### src/rtl/hazard_unit_mc.sv
// Pipeline hazard controller in ID: load-use stalls, branch flushes and
// whole-pipeline freeze while data memory is busy, plus a stall-cycle counter.
module hazard_unit_mc #(
   parameter int REG_AW     = 5,
   parameter int LOAD_STALL = 1,
   parameter int CNT_W      = 16
) (
   input  logic              clk,
   input  logic              rst_n,
   input  logic [REG_AW-1:0] id_rs1,
   input  logic [REG_AW-1:0] id_rs2,
   input  logic              id_rs1_used,
   input  logic              id_rs2_used,
   input  logic [REG_AW-1:0] ex_rd,
   input  logic              ex_mem_read,
   input  logic              ex_branch_taken,
   input  logic              mem_access,
   input  logic              dmem_ready,
   output logic              pc_write_en,
   output logic              if_id_write_en,
   output logic              if_id_flush,
   output logic              id_ex_bubble,
   output logic              pipe_freeze,
   output logic              busy,
   output logic [CNT_W-1:0]  stall_cycles
);

   typedef enum logic {IDLE, LWAIT} stateT;

   localparam logic [1:0] CNT_LOAD = 2'(LOAD_STALL - 1);
   localparam logic [CNT_W-1:0] CNT_MAX = {CNT_W{1'b1}};

   stateT      state;
   logic [1:0] cnt;
   logic       hazard;
   logic       freeze;
   logic       stallNow;
   logic       countEn;

   assign hazard = ex_mem_read && (ex_rd != '0) &&
                   ((id_rs1_used && (id_rs1 == ex_rd)) ||
                    (id_rs2_used && (id_rs2 == ex_rd)));
   assign freeze = mem_access && !dmem_ready;

   // Controls are combinational so the first stall and any freeze take
   // effect in the cycle they are seen; reset forces the default set.
   always_comb begin
      pc_write_en    = 1'b1;
      if_id_write_en = 1'b1;
      if_id_flush    = 1'b0;
      id_ex_bubble   = 1'b0;
      pipe_freeze    = 1'b0;
      stallNow       = 1'b0;
      if (!rst_n) begin
         pc_write_en = 1'b1;
      end else if (freeze) begin
         pipe_freeze    = 1'b1;
         pc_write_en    = 1'b0;
         if_id_write_en = 1'b0;
      end else if (ex_branch_taken) begin
         if_id_flush  = 1'b1;
         id_ex_bubble = 1'b1;
      end else if ((state == LWAIT) || hazard) begin
         pc_write_en    = 1'b0;
         if_id_write_en = 1'b0;
         id_ex_bubble   = 1'b1;
         stallNow       = 1'b1;
      end
   end

   assign countEn = rst_n && (freeze || stallNow);
   assign busy    = rst_n && (state == LWAIT);

   // A frozen cycle holds the FSM entirely, so freezes only ever extend LWAIT.
   always_ff @(posedge clk or negedge rst_n) begin
      if (!rst_n) begin
         state        <= IDLE;
         cnt          <= '0;
         stall_cycles <= '0;
      end else begin
         if (countEn && (stall_cycles != CNT_MAX))
            stall_cycles <= stall_cycles + 1'b1;
         if (!freeze) begin
            if (ex_branch_taken) begin
               state <= IDLE;
               cnt   <= '0;
            end else if (state == IDLE) begin
               if (hazard && (LOAD_STALL > 1)) begin
                  state <= LWAIT;
                  cnt   <= CNT_LOAD;
               end
            end else if (cnt == 2'd1) begin
               state <= IDLE;
               cnt   <= '0;
            end else begin
               cnt <= cnt - 2'd1;
            end
         end
      end
   end

endmodule

### config.mk
export PLATFORM = sky130hd
export DESIGN_NAME = hazard_unit_mc
export DESIGN_NICKNAME = d
export VERILOG_FILES = /design/src/rtl/hazard_unit_mc.sv
export SDC_FILE = /design/constraint.sdc
export NUM_CORES = 1
export LEC_CHECK = 0
export ABC_AREA = 1
export ABC_CLOCK_PERIOD_IN_PS = 5510
export CAP_MARGIN = 20
export CORE_ASPECT_RATIO = 0.8
export CORE_MARGIN = 1.5
export CORE_UTILIZATION = 30
export CTS_CLUSTER_SIZE = 30
export DETAILED_ROUTE_END_ITERATION = 8
export GPL_ROUTABILITY_DRIVEN = 1
export SYNTH_ARGS = -nofsm -noshare
export SYNTH_HDL_FRONTEND = slang
export SYNTH_SLANG_ARGS = --single-unit
### constraint.sdc
create_clock -name clk -period 5.51 [get_ports clk]
set_clock_uncertainty 0.1 [all_clocks]
set_input_delay 1.3775 -clock clk [delete_from_list [all_inputs] [get_ports clk]]
set_output_delay 1.3775 -clock clk [all_outputs]
set_load 0.005 [all_outputs]
==> qor.yml <==
finish:
  n_antenna_cell: 0
  fin_nets: 283
  final_area_sq_um: 1990
  syn2layout_area_growth_pct: 37.0
  layout-drive-gt1-share_pct: 9.34
  fillCellCount: 493
  finalCoreUtilization_pct: 42.9
die:
  start_util_pct: 31.3
  die_area_sq_um: 5260
  ios: 45
  row_count: 22
  core_region_area_sq_um: 4620
  die_h_um: 65.2
  die_width_um: 80.7
clock_tree:
  ctsHoldBuffers: 0
  post_cts_resized: 0
  cts_tree: "done"
  insertion_delay_ns: 0.26
  clk_pin_slew_ns: 0.07
  ctsHtreeMaxLevel: 1
  cts_num_sinks: 19
  cts_buffers: 3
  postCtsSetupBuffers: 0
  cts_buffer_depth: 2
  cts_root_buf: "clkbuf_8"
sta:
  setup_viol: 0
  rsz0062_at_grt: "no"
  fin_ws_ns: 0.836
  slew_headroom_pct: 71.4
  max_freq_mhz: 214
  hold_viol_final: 0
  tightestPinTransition_ns: 0.426
  period_needed_ns: 4.67
  fin_crit_sh_pct: 84.8
  setup_tns_ns: 0
  drv_slew: 0
worst_setup_path:
  cp_num_cells: 12
  rr_worst_depth: 7
  slowest_delay_ns: 0.49
  path_cells: "clkdlybuf4s50_1 > inv_1 > nor2_1 > nor2_1 > nand3_1 > nand2_1 > nand2_1 > nand2_2 > nand2_4 > nand2_8 > inv_1 > clkdlybuf4s50_1"
  critPathKind: "in2out"
  crit_path_max_fanout: 19
  arrival_ns: 3.20
  critPathTopFamily: "buffers and inverters"
  slowest_stage: "clkdlybuf4s50_1"
  critPathLaunchType: "primary input"
  critPathCaptureType: "output pin"
  cp.buffers_inverters: 4
  critPathRequiredTime_ns: 4.03
run:
  max_cap_viol_count: 0
placement:
  placed_cell_area_sq_um: 1940
  place_congestion: 0.848
  port_buffers: 44
  dp_hpwl_um: 2650
  post-place-ws_ns: 0.860
route:
  drt_wl_total_um: 3450
  wl_per_cell_um: 10.9
  antenna_left: 0
  dr.pass1.iters: 4
  routed_via_density: 4.45
  drc: 0
  first_iter_violations: 92
  vias: 1410
global_route:
  use_met1_pct: 19.7
  grt_pass1_wl_um: 5930
  grt.busiest_layer: "met2"
  overflow: 0
  grt_util_all_layers_pct: 14.4
  met3_usage_pct: 2.92
  grt_pass1_vias: 1324
  grt_max_degree: 22
  antenna_found_initial: 0
  gr-usage-met2_pct: 22.5
status:
  outcome: "finished, final reports clean"
synthesis:
  synth_fp_nets: 237
  ys_types: 23
  syn_area_sq_um: 1450
  seq_area_frac_synth_pct: 32.8
  synth_cells: 212
  synth_seq_cells: 19
  avgSynthCellArea_sq_um: 6.83
  ys_warn_count: 0
pwr:
  ir_worst_vdd_mv: 0.174
  leakagePower_uw: 0.000999
  powerDensity_nw_per_um2: 188
  power_uw: 373
min_path:
  min_path_type: "reg2reg"
  holdPathStages: 1
## power by group
part / internal, uW / switching [uW]
sequential: 153 / 19.5
clock: 51.5 / 48.4
combinational: 56.9 / 43.8
total: 262 / 112
## synthesized netlist by cell type (all sizes together)
cell type / count / share of area, %
a21oi: 1 / 0.35
buf: 4 / 2.2
dfrtp: 19 / 33
ha: 2 / 1.7
inv: 33 / 8.5
nand2: 79 / 25
nand3: 23 / 7.9
nand4: 5 / 3.2
nor2: 18 / 4.7
nor3: 8 / 3.5
nor4: 2 / 0.86
o21a: 1 / 0.52
o21ai: 4 / 1.4
xnor2: 3 / 1.8
xor2: 10 / 6.0
## worst reg2reg max path, stage by stage, from the launching register on
cell and delay, ns:
dfrtp_1 0.43, ha_1 0.22, nand3_1 0.15, inv_1 0.15, nand4_4 0.27, nand2_4 0.32, nand2_1 0.09, nand2_1 0.07
## kinds of logic after synthesis
| logic type | synth area share [%] |
|---|---|
| AOI/OAI and AO/OA | 2.25 |
| xor gates and xnor gates | 7.86 |
| adders and majority gates | 1.73 |
| buffers and inverters | 10.7 |
| DFF | 32.8 |
| and+or+nand+nor | 44.6 |
## stage by stage
stage          instances  hold WS, ns
6_report             317        0.429
5_1_grt              317        0.461
4_1_cts              317        0.436
3_5_place_dp         313        0.419
3_3_place_gp         313        0.411
2_1_floorplan        212        0.387
## path summary, 6_finish.rpt
check                                                 start                           end  slack, ns
max in group asynchronous                             rst_n   stall_cycles[2]$_DFFE_PN0P_       3.68
min in group asynchronous                             rst_n             state$_DFFE_PN0N_       1.42
worst max-delay path                               ex_rd[3]                   pc_write_en       0.84
worst min register to register           cnt[0]$_DFFE_PN0P_            cnt[0]$_DFFE_PN0P_       0.43
worst max register to register  stall_cycles[1]$_DFFE_PN0P_  stall_cycles[14]$_DFFE_PN0P_       3.65
worst min-delay path                     cnt[0]$_DFFE_PN0P_            cnt[0]$_DFFE_PN0P_       0.43
## final cells by class
| cell class | count | area, sq um | area share [%] |
|---|---|---|---|
| tap | 60 | 75.1 | 3.78 |
| sequential | 19 | 475 | 23.9 |
| inverter | 33 | 124 | 6.24 |
| clock buffer | 4 | 45.0 | 2.27 |
| timing repair buffer | 45 | 448 | 22.6 |
| multi-input combinational | 156 | 818 | 41.2 |
## cells in the final DEF (no fill, tap or decap), types with 3 or more instances in the layout
cell type,count
nand2_1,65
nand2_2,11
inv_2,3
clkbuf_8,3
nor3_1,6
xor2_1,10
inv_1,30
clkdlybuf4s50_1,44
nand4_1,4
xnor2_1,3
nand3_1,23
dfrtp_1,19
o21ai_0,4
nor2_1,18
## state kept, by name (all words and copies together), names as in the netlist
register      count
cnt               2
stall_cycles     16
state             1
## metal layers
| layer | wire length, um | share of wire [%] |
|---|---|---|
| met1 | 1850 | 53 |
| met2 | 1390 | 40 |
| met3 | 146 | 4.2 |
| met4 | 73 | 2.1 |
| met5 | 0 | 0 |
No activity file was read; power rests on OpenSTA's default activity.
==> RTL change 1 (same settings) <==
The parameter `CNT_W` goes from 16 to 18.
--- a/src/rtl/hazard_unit_mc.sv
+++ b/src/rtl/hazard_unit_mc.sv
@@ -4,5 +4,5 @@
    parameter int REG_AW     = 5,
    parameter int LOAD_STALL = 1,
-   parameter int CNT_W      = 16
+   parameter int CNT_W      = 18
 ) (
    input  logic              clk,
Ports: changed (resized stall_cycles); port bits go from 45 to 47. The function was not compared with the original's and may differ.
==> RTL change 1 against the unedited design <==
Combinational power grew 6%. Die area grew 8.4%. Routed wire length grew 14%. Worst setup slack gained 0.060 ns. Synthesized area grew 8.8%. Total power grew 7.1%. Cell area grew 7.7%. Sequential cell count grew 2. Register-to-register slack lost 0.32 ns. Critical endpoint is now id_ex_bubble.
==> RTL change 1: results <==
{
  "grtUsageTotal_pct": 15.2,
  "leakagePower_nw": 1.06,
  "yosys.area_share.xor_xnor_pct": 8.33,
  "path_max_fanout": 3,
  "dp.cells": 342,
  "reg2regPathDepth": 9,
  "first_pass_iters": 6,
  "wl_per_cell_um": 11.4,
  "reg.largest.list": "stall_cycles: 18 flops, cnt: 2 flops, state: 1 flops",
  "grt_pass1_vias": 1412,
  "synth_fa_ha_area_share_pct": 1.59,
  "portBuffers": 46,
  "drt_iter0_drc": 107,
  "nNetsFinal": 310,
  "dpl_cell_area_um2": 2090,
  "synthCells": 237,
  "grt_max_degree": 20,
  "grt_pass1_wl_um": 6830,
  "hold_depth": 2,
  "synth-compound-area-share_pct": 2.06,
  "seq_area_frac_synth_pct": 33.3,
  "post_synth_main_area_contributors": "dfrtp_1 (33%), nand2_1 (20%), nand3_1 (8.3%)",
  "routed_wl_um": 3930,
  "dp_hpwl_um": 3040,
  "crit_family": "buffers and inverters",
  "vias": 1562,
  "outcome": "finished clean",
  "syn-num-nets": 262,
  "gp_congestion": 0.772,
  "tightest_slew_ns": 0.443,
  "slowest_delay_ns": 0.51,
  "synth.distinct_cells": 25,
  "layout-drive-gt1-share_pct": 5.28,
  "synth_common_cells": "nand2_1 (86), inv_1 (29), nand3_1 (26), nor2_1 (23), dfrtp_1 (21)",
  "hp-class": "reg -> reg",
  "ir_drop_mv": 0.0888,
  "worstPathArrival_ns": 3.14
}
## RTL change 1: cell types whose count changed in the layout (fill, tap and decap cells not counted), moves of 3 or more
| cell | change |
|---|---|
| nor2_1 | +5 |
| nand3_1 | +3 |
| nand2_2 | -9 |
| nand2_1 | +21 |
## RTL change 1: through the flow
step	hold slack (ns)	worst slack (ns)
after detailed placement	0.403	0.880
after global routing	0.455	0.695
after CTS	0.423	0.882
after global placement	0.396	0.869
after floorplan	0.385	1.54
final	0.425	0.896
## RTL change 1: worst paths after layout
path | from | to
max in group asynchronous | rst_n | stall_cycles[17]
setup / recovery | ex_rd[0] | id_ex_bubble
setup reg to reg | stall_cycles[0] | stall_cycles[10]
min in group asynchronous | rst_n | stall_cycles[4]
hold reg to reg | stall_cycles[15] | stall_cycles[15]
hold / removal | stall_cycles[15] | stall_cycles[15]
## RTL change 1: per-layer routing
| metal | vias up | wire length (um) | share of wire [%] | global-route usage [%] |
|---|---|---|---|---|
| met2 | 35 | 1690 | 43 | 23.1 |
| met1 | 693 | 1980 | 50 | 22.2 |
| li1 | 832 | - | - | - |
| met5 | - | 0 | 0 | 0 |
| met4 | 0 | 16 | 0.41 | 3.07 |
| met3 | 2 | 247 | 6.3 | 3.38 |
## RTL change 1: power breakdown
part           switching, W  internal [W]
Sequential        0.0000206      0.000168
Combinational     0.0000498     0.0000568
Clock             0.0000531     0.0000517
## RTL change 1: final cells by class
class	count	area, um2
clock buffer	4	45.0
inverter	32	120
multi-input combinational	179	895
sequential	21	526
tap	62	77.6
timing repair buffer	48	475
fill	513	2900
## RTL change 1: cell families (layout without fill, tap and decap cells)
family                     Yosys count  after routing
and+or+nand+nor                    156            156
AOI/OAI and AO/OA                    6              6
buffers and inverters               37             84
adders and majority gates            2              2
DFF                                 21             21
xor gates and xnor gates            15             15
==> RTL change 2 (same settings) <==
Made on the original files. Reset style: synchronous (`rst_n`), changed in one clocked block.
--- a/src/rtl/hazard_unit_mc.sv
+++ b/src/rtl/hazard_unit_mc.sv
@@ -73,5 +73,5 @@
 
    // A frozen cycle holds the FSM entirely, so freezes only ever extend LWAIT.
-   always_ff @(posedge clk or negedge rst_n) begin
+   always_ff @(posedge clk) begin
       if (!rst_n) begin
          state        <= IDLE;
Function: differs if rst_n is asserted again (counterexample within 4 cycles, from zero or initial values and one cycle with rst_n low); with rst_n held inactive, the same outputs for 10 cycles.
==> RTL change 2 against the unedited design <==
Cell area shrank 4.4%. Worst hold slack worse by 0.069 ns. Maximum frequency is 2.1% higher. Cell count up 0.63%. Core utilization is 1.4 points higher. Routed wire length is 3.5% lower. Sequential share of layout area down 3.9 points. Critical path type unchanged. Critical endpoint is now id_ex_bubble. Worst setup slack gained 0.098 ns. Synthesized area down 5.8%. Sequential cell count stayed put.
Power is not compared: it rests on default switching activity, and its combinational part moved more than twofold at a synthesized area within 25%.
==> RTL change 2: results <==
{
  "r2r_setup_slack_ns": 3.43,
  "grtUsageTotal_pct": 14.6,
  "crit_slowest_cell": "clkdlybuf4s50_1",
  "ctsHoldBuffers": 0,
  "first_pass_iters": 4,
  "clockBufferDepth": 2,
  "nNetsFinal": 288,
  "ir_drop_mv": 0.0874,
  "synth_top_flop_cell": "dfxtp_1",
  "nFillCells": 448,
  "clk_pin_slew_ns": 0.08,
  "vias": 1439,
  "path_max_fanout": 3,
  "synth_warnings": 0,
  "dp_hpwl_um": 2540,
  "syn-num-nets": 243,
  "min_from": "state",
  "outcome": "finished clean",
  "slew_headroom_pct": 70.6,
  "hp-class": "reg -> reg",
  "grt_max_degree": 20,
  "wl_per_cell_um": 10.5,
  "crit_family": "buffers and inverters",
  "leakagePower_nw": 0.799,
  "hold_end": "state",
  "synth_common_cells": "nand2_1 (60), inv_1 (29), nand3_1 (24), nor2_1 (22), dfxtp_1 (19)",
  "gp_congestion": 0.915,
  "post_synth_main_area_contributors": "dfxtp_1 (28%), nand2_1 (16%), nand3_1 (8.8%)",
  "reg2reg_from": "stall_cycles[0]",
  "reg2regPathDepth": 9,
  "slowest_delay_ns": 0.50,
  "layout-drive-gt1-share_pct": 7.25,
  "post_cts_buffers": 0,
  "async_flop_share_pct": 0,
  "antenna_found_initial": 0,
  "grt_pass1_vias": 1301,
  "cts_buffers": 3,
  "grt_pass1_wl_um": 5920,
  "postCtsResizedCells": 0,
  "r2r-end": "stall_cycles[3]",
  "insertion_delay_ns": 0.26,
  "htreeDepth": 1,
  "drt_iter0_drc": 91,
  "worstPathArrival_ns": 3.10,
  "synth.distinct_cells": 26,
  "diodes": 0,
  "hold_depth": 2,
  "seq_area_frac_synth_pct": 27.9
}
==> RTL change 2: report_power, final <==
part | internal, W | leakage [nW] | switching (W) | total, W
combinational | 0.0000261 | 0.624 | 0.0000229 | 0.0000490
sequential | 0.000139 | 0.154 | 0.00000132 | 0.000140
clock | 0.0000510 | 0.0217 | 0.0000493 | 0.000100
==> RTL change 2: cells by family (layout without fill, tap and decap cells) <==
logic type | count (synthesis) | after routing | share of synthesized area (%)
AO/OA/AOI/OAI | 23 | 23 | 9.81
XOR/XNOR | 13 | 13 | 8.34
adder cells (fa/ha/maj) | 2 | 2 | 1.83
buffers and inverters | 39 | 83 | 11.9
flip-flops | 19 | 19 | 27.9
AND/OR/NAND/NOR | 122 | 122 | 40.2
==> RTL change 2: worst register-to-register path, cell delays in order, from the launching register on <==
cell and delay, ns:
dfxtp_1 0.43, ha_1 0.21, nand2_1 0.11, nor3_4 0.25
nand2_2 0.09, inv_2 0.07, nand4_4 0.25, nand2_4 0.29
nand2_1 0.07, a21oi_1 0.13
==> RTL change 2: through the flow <==
step | std cells | hold slack (ns) | setup WS (ns) | cell area, um2 | util, %
after floorplan | 218 | 0.339 | 1.64 | 1370 | -
after global placement | 315 | 0.354 | 0.922 | 1850 | 43.2
after detailed placement | 315 | 0.349 | 0.919 | 1850 | 43.2
after CTS | 319 | 0.361 | 0.911 | 1900 | 44.3
after global routing | 319 | 0.377 | 0.718 | 1900 | 44.3
final | 319 | 0.360 | 0.934 | 1900 | 44.3
==> RTL change 2: routing by layer <==
| metal | track usage (%) | wire length [um] | vias up |
|---|---|---|---|
| met5 | 0 | 0 | - |
| met2 | 22.2 | 1420 | 27 |
| met4 | 3.35 | 0 | 0 |
| met1 | 21.2 | 1780 | 633 |
| met3 | 2.90 | 126 | 0 |
| li1 | - | - | 779 |
==> RTL change 2: area by class of cell <==
type | count | area share, %
clock inverters | 1 | 0.396
flip-flops and latches | 19 | 20.0
well taps | 57 | 3.76
repair buffers | 45 | 23.6
multi-input cells | 160 | 43.3
inverters | 34 | 6.72
clock buffers | 3 | 2.18
==> RTL change 2: how the worst max path moves through the flow <==
stage | startpoint | to | slack [ns] | cells after the start
2_1_floorplan | ex_rd[3] | pc_write_en | 1.64 | 12
3_3_place_gp | ex_rd[0] | id_ex_bubble | 0.92 | 12
3_5_place_dp | ex_rd[0] | id_ex_bubble | 0.92 | 12
4_1_cts | ex_rd[0] | id_ex_bubble | 0.91 | 12
5_1_grt | ex_rd[4] | id_ex_bubble | 0.72 | 12
6_report | ex_rd[0] | id_ex_bubble | 0.93 | 12
